**src/rtl/button_pkg.sv**
```systemverilog
// Shared constants and FSM state type for the push-button front end.
package button_pkg;

  localparam int NUM_BTN = 5;

  localparam int BTN_FWD  = 0;
  localparam int BTN_BACK = 1;
  localparam int BTN_JUMP = 2;
  localparam int BTN_ATK  = 3;
  localparam int BTN_DOWN = 4;

  typedef enum logic [1:0] {
    LOW      = 2'd0,
    ARM_HIGH = 2'd1,
    HIGH     = 2'd2,
    ARM_LOW  = 2'd3
  } btn_state_e;

endpackage

```
**src/rtl/debounce_channel.sv**
```systemverilog
// One button: 2-flop synchroniser, debounce FSM/counter, press/release pulses and
// a sticky event flag. BTN_AUTOREPEAT_EN adds repeat presses while held.
module debounce_channel
  import button_pkg::*;
#(
  parameter int DEBOUNCE_CYCLES = 1000000,
  parameter int CNT_W           = 20
`ifdef BTN_AUTOREPEAT_EN
  ,
  parameter int REPEAT_DELAY    = 50000000,
  parameter int REPEAT_PERIOD   = 10000000
`endif
) (
  input  logic clk,
  input  logic rst,
  input  logic raw,
  input  logic ack,
  output logic level_o,
  output logic press_o,
  output logic rel_o,
  output logic evt_o
);

  localparam logic [CNT_W-1:0] CNT_ONE  = CNT_W'(1);
  localparam logic [CNT_W-1:0] CNT_LAST = CNT_W'(DEBOUNCE_CYCLES - 1);

  logic [1:0]       sync_q, sync_d;
  btn_state_e       state_q, state_d;
  logic [CNT_W-1:0] cnt_q, cnt_d;
  logic             level_q, level_d;
  logic             press_q, press_d;
  logic             rel_q, rel_d;
  logic             evt_q, evt_d;
  logic             s;

`ifdef BTN_AUTOREPEAT_EN
  localparam int             REP_W      = $clog2(REPEAT_DELAY + 1);
  localparam logic [REP_W-1:0] REP_FIRE   = REP_W'(REPEAT_DELAY - 1);
  // Reloading at DELAY-PERIOD makes later repeats land every PERIOD cycles.
  localparam logic [REP_W-1:0] REP_RELOAD = REP_W'(REPEAT_DELAY - REPEAT_PERIOD);
  logic [REP_W-1:0] rep_q, rep_d;
`endif

  assign s = sync_q[1];

  always_comb begin
    sync_d  = {sync_q[0], raw};
    state_d = state_q;
    cnt_d   = cnt_q;
    press_d = 1'b0;
    rel_d   = 1'b0;
    case (state_q)
      LOW: if (s) begin
        state_d = ARM_HIGH;
        cnt_d   = CNT_ONE;
      end
      ARM_HIGH: begin
        if (!s) begin
          state_d = LOW;
          cnt_d   = '0;
        end else if (cnt_q == CNT_LAST) begin
          state_d = HIGH;
          cnt_d   = '0;
          press_d = 1'b1;
        end else begin
          cnt_d = cnt_q + 1'b1;
        end
      end
      HIGH: if (!s) begin
        state_d = ARM_LOW;
        cnt_d   = CNT_ONE;
      end
      ARM_LOW: begin
        if (s) begin
          state_d = HIGH;
          cnt_d   = '0;
        end else if (cnt_q == CNT_LAST) begin
          state_d = LOW;
          cnt_d   = '0;
          rel_d   = 1'b1;
        end else begin
          cnt_d = cnt_q + 1'b1;
        end
      end
      default: begin
        state_d = LOW;
        cnt_d   = '0;
      end
    endcase
`ifdef BTN_AUTOREPEAT_EN
    rep_d = '0;
    if (state_q == HIGH && s) begin
      if (rep_q == REP_FIRE) begin
        press_d = 1'b1;
        rep_d   = REP_RELOAD;
      end else begin
        rep_d = rep_q + 1'b1;
      end
    end
`endif
    level_d = (state_d == HIGH) || (state_d == ARM_LOW);
    // Set from the visible pulse so an ack in the same cycle loses.
    evt_d   = press_q | (evt_q & ~ack);
  end

  always_ff @(posedge clk or negedge rst) begin
    if (!rst) begin
      sync_q  <= '0;
      state_q <= LOW;
      cnt_q   <= '0;
      level_q <= 1'b0;
      press_q <= 1'b0;
      rel_q   <= 1'b0;
      evt_q   <= 1'b0;
`ifdef BTN_AUTOREPEAT_EN
      rep_q   <= '0;
`endif
    end else begin
      sync_q  <= sync_d;
      state_q <= state_d;
      cnt_q   <= cnt_d;
      level_q <= level_d;
      press_q <= press_d;
      rel_q   <= rel_d;
      evt_q   <= evt_d;
`ifdef BTN_AUTOREPEAT_EN
      rep_q   <= rep_d;
`endif
    end
  end

  assign level_o = level_q;
  assign press_o = press_q;
  assign rel_o   = rel_q;
  assign evt_o   = evt_q;

endmodule

```
**src/rtl/button_conditioner.sv**
```systemverilog
// Push-button front end: NUM_BTN independent debounce channels.
// Optional autorepeat while held is enabled by defining BTN_AUTOREPEAT_EN.
module button_conditioner #(
  parameter int NUM_BTN         = button_pkg::NUM_BTN,
  parameter int DEBOUNCE_CYCLES = 1000000,
  parameter int CNT_W           = 20
`ifdef BTN_AUTOREPEAT_EN
  ,
  parameter int REPEAT_DELAY    = 50000000,
  parameter int REPEAT_PERIOD   = 10000000
`endif
) (
  input  logic               clk,
  input  logic               rst,
  input  logic [NUM_BTN-1:0] btn_raw,
  input  logic [NUM_BTN-1:0] evt_ack,
  output logic [NUM_BTN-1:0] btn_level,
  output logic [NUM_BTN-1:0] btn_press,
  output logic [NUM_BTN-1:0] btn_release,
  output logic [NUM_BTN-1:0] btn_evt
);

  for (genvar i = 0; i < NUM_BTN; i++) begin : g_ch
    debounce_channel #(
      .DEBOUNCE_CYCLES(DEBOUNCE_CYCLES),
      .CNT_W          (CNT_W)
`ifdef BTN_AUTOREPEAT_EN
      ,
      .REPEAT_DELAY   (REPEAT_DELAY),
      .REPEAT_PERIOD  (REPEAT_PERIOD)
`endif
    ) u_ch (
      .clk    (clk),
      .rst    (rst),
      .raw    (btn_raw[i]),
      .ack    (evt_ack[i]),
      .level_o(btn_level[i]),
      .press_o(btn_press[i]),
      .rel_o  (btn_release[i]),
      .evt_o  (btn_evt[i])
    );
  end

endmodule
```
**config.mk**
```make
export PLATFORM = sky130hd
export DESIGN_NAME = button_conditioner
export DESIGN_NICKNAME = d
export VERILOG_FILES = /design/src/rtl/button_pkg.sv /design/src/rtl/debounce_channel.sv /design/src/rtl/button_conditioner.sv
export SDC_FILE = /design/constraint.sdc
export NUM_CORES = 1
export LEC_CHECK = 0
export CORE_MARGIN = 2
export CORE_UTILIZATION = 61
export CTS_CLUSTER_DIAMETER = 120
export DETAILED_ROUTE_END_ITERATION = 8
export PLACE_DENSITY = 0.8
export SYNTH_ARGS = -nofsm -noshare
export SYNTH_HDL_FRONTEND = slang
export SYNTH_HIERARCHICAL = 1
export SYNTH_SLANG_ARGS = --single-unit
```
**constraint.sdc**
```tcl
create_clock -name clk -period 2.1 [get_ports clk]
set_input_delay 0.42 -clock clk [delete_from_list [all_inputs] [get_ports clk]]
set_output_delay 0.42 -clock clk [all_outputs]
set_load 0.01 [all_outputs]
```
---- Yosys cells after proc, flatten, opt, wreduce, memory -nomap -nowiden ----
Index checks and enable logic that the tools add are counted.
Widths: inputs -> output; s select.
word-level totals
  register bits ........................... 140
cells by class
  reductions and logical operators ........ 15
  bitwise logic cells ..................... 15
  equality and inequality tests ........... 40
  muxes and demuxes ....................... 90
  $add $sub $neg .......................... 5
operators with widths
  cell                   count
  $mux 20                25
  $pmux 20 s4            5
  $add 20x1->20 const B  5
  $eq 20x20->1 const B   5
  $mux 2                 30
  $eq 2x2->1 const B     20
  $pmux 2 s4             5
  $mux 1                 25
  $eq 2x1->1 const B     5
  $logic_not 2->1        5
  $ne 2x1->1 const B     5
  $ne 2x2->1 const B     5
  $reduce_and 2->1       5
  $and 1x1->1            5
  $logic_or 1x1->1       5
  $not 1->1              5
  $or 1x1->1             5

---- Depth between registers and ports, before layout ----
  depth in word-level cells ............... 6
  depth in mapped cells ................... 8
  gate-level depth less buffers ........... 6

---- By module ----
Netlist, hierarchy kept.
modules (own cells, without submodules)
  module                                times used  area an instance (um2)  cells each
  debounce_channel at g_ch[0].u_ch ...  4           1447.6                  141
  debounce_channel at g_ch[4].u_ch      1           1452.6                  146

---- Worst setup path after synthesis ----
No wires, ideal clock.
  path kind ............................... register to register
  start point ............................. register g_ch[0].u_ch.cnt_q[0]
  end point ............................... register g_ch[0].u_ch.cnt_q[10]
  required time ........................... 1.979 ns
  buffers on the path ..................... 1
  path slack .............................. 0.255 ns
  setup time .............................. 0.121 ns
  arrival time ............................ 1.724 ns
  cell stages (with the launch flop) ...... 8
  period minus slack after synthesis ...... 1.845 ns
  cells stage by stage .................... dfrtp_1 -> ha_1 -> nand4_4 -> nor4_4 -> a21oi_2 -> buf_6 -> a21o_1 -> a22o_1
on the way
  word-level cells in the longest chain between the ends .. 4
  elaborated cells on any way between the ends .. 6
ends and longest elaborated chain
  element                                        RTL line                                        RTL
  start, declared                                debounce_channel.sv:29                          logic [CNT_W-1:0] cnt_q, cnt_d;
  start signal, assigned                         debounce_channel.sv:121                         cnt_q <= cnt_d;
  $add 20x1->20 or $eq 20x20->1 (tied branches)  -
  $mux 20 (*)                                    debounce_channel.sv:61, debounce_channel.sv:77
  $mux 20 (on tied branches)                     debounce_channel.sv:74, debounce_channel.sv:58
  $pmux 20 s4 (*)                                debounce_channel.sv:52                          case (state_q)
Every way passes the cells marked *; elsewhere a longest branch is shown, timed or not.
A chain may end at the register's enable or synchronous reset.

---- Final worst setup path ----
  start point ............................. register g_ch[3].u_ch.cnt_q[0]
  end point ............................... register g_ch[3].u_ch.cnt_q[14]
on the way
  word-level cells in the longest chain between the ends .. 4
  elaborated cells on any way between the ends .. 6
ends and longest elaborated chain
  element                                        RTL line
  start, declared                                debounce_channel.sv:29
  start signal, assigned                         debounce_channel.sv:121
  $add 20x1->20 or $eq 20x20->1 (tied branches)  -
  $mux 20 (*)                                    debounce_channel.sv:61, debounce_channel.sv:77
  $mux 20 (on tied branches)                     debounce_channel.sv:74, debounce_channel.sv:58
  $pmux 20 s4 (*)                                debounce_channel.sv:52
Marks and branches as above.

==> run summary <==
The flow ran to the end, but the final reports show violations. The checks that failed: design-rule violations. At the pin with the least slew margin, the transition time is 0.728 ns. Using the TritonRoute via totals, the vias-per-cell ratio works out to 6.38. The number of setup buffers added after CTS is 0.

The share of the synthesized netlist area taken by xor and xnor gates is 0.708%. Once placement completed, the tool counted placed cells totaling 928. The final count of negative-setup-slack endpoints is 0, and the headroom to the max-slew limit is 51.3%.

The die is 113 um wide. Power spread over the standard cell area amounts to 711 nW/um^2. Summing over every cut layer, the via total after detailed routing is 6127. Yosys attributes the largest share of cell area to dfrtp_1 (48%), a31oi_1 (4.9%), a21oi_1 (3.4%). The final-report max-slew violation count is 0. For the final non-filler cell area, the log shows 8750 um^2.

In the synthesized netlist the dominant register cell turns out to be dfrtp_1. Yosys printed 6 warnings. Yosys instantiated no cell more often than dfrtp_1. The number of global-route vias before repair is 5979. The initial antenna violation count is 0, and the area enclosed by the die boundary is 12800 um^2. The run gives 0 as the number of hold-slack violations in the final timing report. Hold is met by 0.346 ns. The flip-flop and latch area is 3500 um^2.

Global routing used 45.7% of the available met2 tracks. After synthesis, the largest family of logic cells by area is simple AND/OR/NAND/NOR gates. For the number of nets produced by synthesis, the log shows 727. The worst setup path is launched from a register. The analysis attributes to cell leakage a power of 0.00397 uW. The critical path is of the reg -> reg type.

STA classifies the critical path endpoint as a register. Max-cap violations in this run came to 0. The CTS buffer count is 17. The fraction of post-synthesis cell area in the top cell type by area is 48.4%. The commonest cells after synthesis are dfrtp_1 (140), a31oi_1 (57), a21oi_1 (49). Synthesis handed over a netlist of 710 instances. The post-synthesis share of cell area spent on and, or, nand and nor gates is 24.8%, and the final critical-path share of the clock period is 96.4%. Synthesis inferred 140 register bits. The worst hold path was traced through 0 stages. Across all setup checks in the final design, the least slack found is 0.0750 ns. Number of port buffers: 31. Cell type contributing the most total cell area after synthesis: dfrtp_1. The final-stage net count is 822, and the average footprint of a synthesized cell is 10.2 um^2. The initial utilization of the core area, before any placement, comes to 62.9%.

The clock latency of the later-clocked register in the worst-skew pair was 0.42 ns. OpenSTA, run right after detailed placement, puts the worst setup slack at -0.0917 ns. Setup repair after global routing left no endpoint under its margin. The floorplan has 39 rows. The region available for standard cell placement spans 11500 um^2. The post-synthesis to final-layout area growth was 20.8%. The number of nets with antenna violations after detailed routing was 0; the number of enable-type register cells in the synthesized netlist was 0.

The overall routing resource usage was 27.1%. After synthesis, flip-flops and latches occupy 48.4% of the total area. Clock-pin slew was measured on the worst setup and hold paths at 0.06 ns. After detailed placement, the total cell area comes to 8120 um^2.

The fraction of layout cells with a size suffix above 1 is 18.2%. The share of flip-flops with an asynchronous set or reset after synthesis was 100%; the time the final worst path needs with I/O delays and setup was 2.03 ns. The run gives 28.0 mm as the wire length of the first global-routing pass. The layer flagged by global routing as most heavily used is met2. For the detailed placement HPWL, the log shows 11.0 mm. TritonCTS built the clock tree. The worst hold path belongs to the class reg -> reg. The tools report the total area of multi-input combinational cells as 3510 um^2. Counting cells, the worst reg-to-reg path comes to 7.

The count of cells in the finished layout, fillers not included, comes to 961. The fraction of synthesized area in multiplexers is 3.21%. In this run, distinct cell masters in the synthesized netlist total 53. The DRC violation count after routing is 5, and the pin count of the biggest net entering global routing is 44. The total design power was 6230 uW.

After filler insertion, the fill cell instance count of the layout stands at 768. Worst path required time: 2.38 ns. The run gives 0 as the number of antenna cells inserted. The total overflow left after global routing is 0. The first detailed-routing pass ran for 7 iterations. Summing the areas of all compound-gate instances in the mapped netlist gives 18.4% of the synthesized area. Across the VDD grid, the largest voltage drop is 0.535 mV. The highest fanout seen on the critical path was 23.

32 I/O pins were placed. Met1 capacity usage during global routing: 34.5%. The tree is rooted in a clkbuf_16. The number of sinks handled by clock tree synthesis came out at 140. The clock tree synthesis step divided the H-tree into 4 levels.

The fmax is 0.494 GHz. The worst clock skew was 0.00566 ns. Summing the areas of all fa, ha and maj instances in the mapped netlist gives 0.864% of the synthesized area. The logs give 0.836 for the final weighted congestion in routability-driven placement and 7240 um^2 for the post-synthesis instance area. Overall routed net length: 16.4 mm. Data on the critical path arrives at its endpoint at 2.31 ns. For this block, the initial DRC count from the detailed router was 632. No sink is reached through more buffers than the 2 on the longest clock path. The die is 113 um tall. Wire length per cell: 17.1 um. The global-route met3 utilization came out at 6.05%.
[final cells by class]
type,count,share of cell area [%]
multi-input combinational,520,40.1
tap,143,2.04
clock buffer,21,5.26
sequential,140,40.0
inverter,23,0.987
timing repair buffer,103,10.2
clock inverter,11,1.36
[registers in the layout, summed over array words and instances (netlist names)]
signal,flops
g_ch.u_ch/cnt_q,100
g_ch.u_ch/evt_o,5
g_ch.u_ch/level_o,5
g_ch.u_ch/press_o,5
g_ch.u_ch/rel_o,5
g_ch.u_ch/state_q,10
g_ch.u_ch/sync_q,10
[final timing paths]
path | from | endpoint | slack [ns]
max reg2reg | g_ch[3].u_ch/cnt_q[0] | g_ch[3].u_ch/cnt_q[14] | 0.07
min in group asynchronous | rst | g_ch[4].u_ch/sync_q[1] | 0.47
min reg2reg | g_ch[0].u_ch/sync_q[0] | g_ch[0].u_ch/sync_q[1] | 0.35
min | g_ch[0].u_ch/sync_q[0] | g_ch[0].u_ch/sync_q[1] | 0.35
max | g_ch[3].u_ch/cnt_q[0] | g_ch[3].u_ch/cnt_q[14] | 0.07
max in group asynchronous | rst | g_ch[0].u_ch/cnt_q[2] | 0.96
[cells in the final DEF, fill, tap and decap left out, types with 3 or more instances in the layout]
master and instances:
nand3_1 34, nor3b_1 10, o21a_1 4, a21oi_4 5, nand2b_1 21, and4_1 6, nand4_1 34, clkinv_2 4
nand4_4 4, clkbuf_16 17, clkdlybuf4s50_1 30, nand2_1 47, buf_4 68, a211oi_1 4, and2_1 14, a41oi_1 8
inv_1 23, nand3b_1 7, dfrtp_1 140, mux2_2 10, a21oi_1 49, ha_1 5, and3_1 14, and4b_1 4
or2_2 5, xor2_1 4, nor4_2 3, nand3_2 5, a31oi_1 57, nor3_1 8, nor4_4 10, a22o_1 18
nor2_1 44, nor4_1 5, o21ai_0 34, a21o_1 17, a221o_1 4, buf_12 3, mux2i_1 12, clkinvlp_4 4
[power by group]
part	internal (uW)	total (uW)	switching, uW
sequential	2760	2840	76.3
combinational	195	469	275
clock	1800	2920	1110
[critical path, stage by stage, from the launching register on]
cell and delay [ns]:
dfrtp_1 0.36, ha_1 0.23, nand4_4 0.12, nor4_4 0.41
a21oi_4 0.24, buf_4 0.22, a41oi_1 0.22, a31oi_1 0.08
[routing by layer]
layer	wire [um]	vias up	part of all wire (%)
met1	7110	3031	43
li1	-	2879	-
met2	8240	189	50
met4	295	0	1.8
met3	794	28	4.8
met5	0	-	0
[cell families after synthesis]
group	count (synthesis)
xor+xnor	5
compound gates	207
fa+ha+maj	5
mux	22
flops	140
simple gates	281
buf+inv	50
[what timing repair did]
| item | in CTS | in global routing |
|---|---|---|
| endpoints found under the hold margin | 32 | 0 |
| setup endpoints to repair | 23 | 1 |
| hold buffers | 1 | 0 |
| gates resized for setup | 4 | 1 |
| cloned | 0 | 0 |
[metrics by stage]
| step | util (%) | setup TNS (ns) |
|---|---|---|
| final | 76.0 | 0 |
| after global placement | 70.5 | 0 |
| after CTS | 75.9 | 0 |
| after detailed placement | 70.5 | -0.585 |
| after global routing | 76.0 | 0 |
| after floorplan | - | 0 |
No activity file was read; power rests on OpenSTA's default activity.
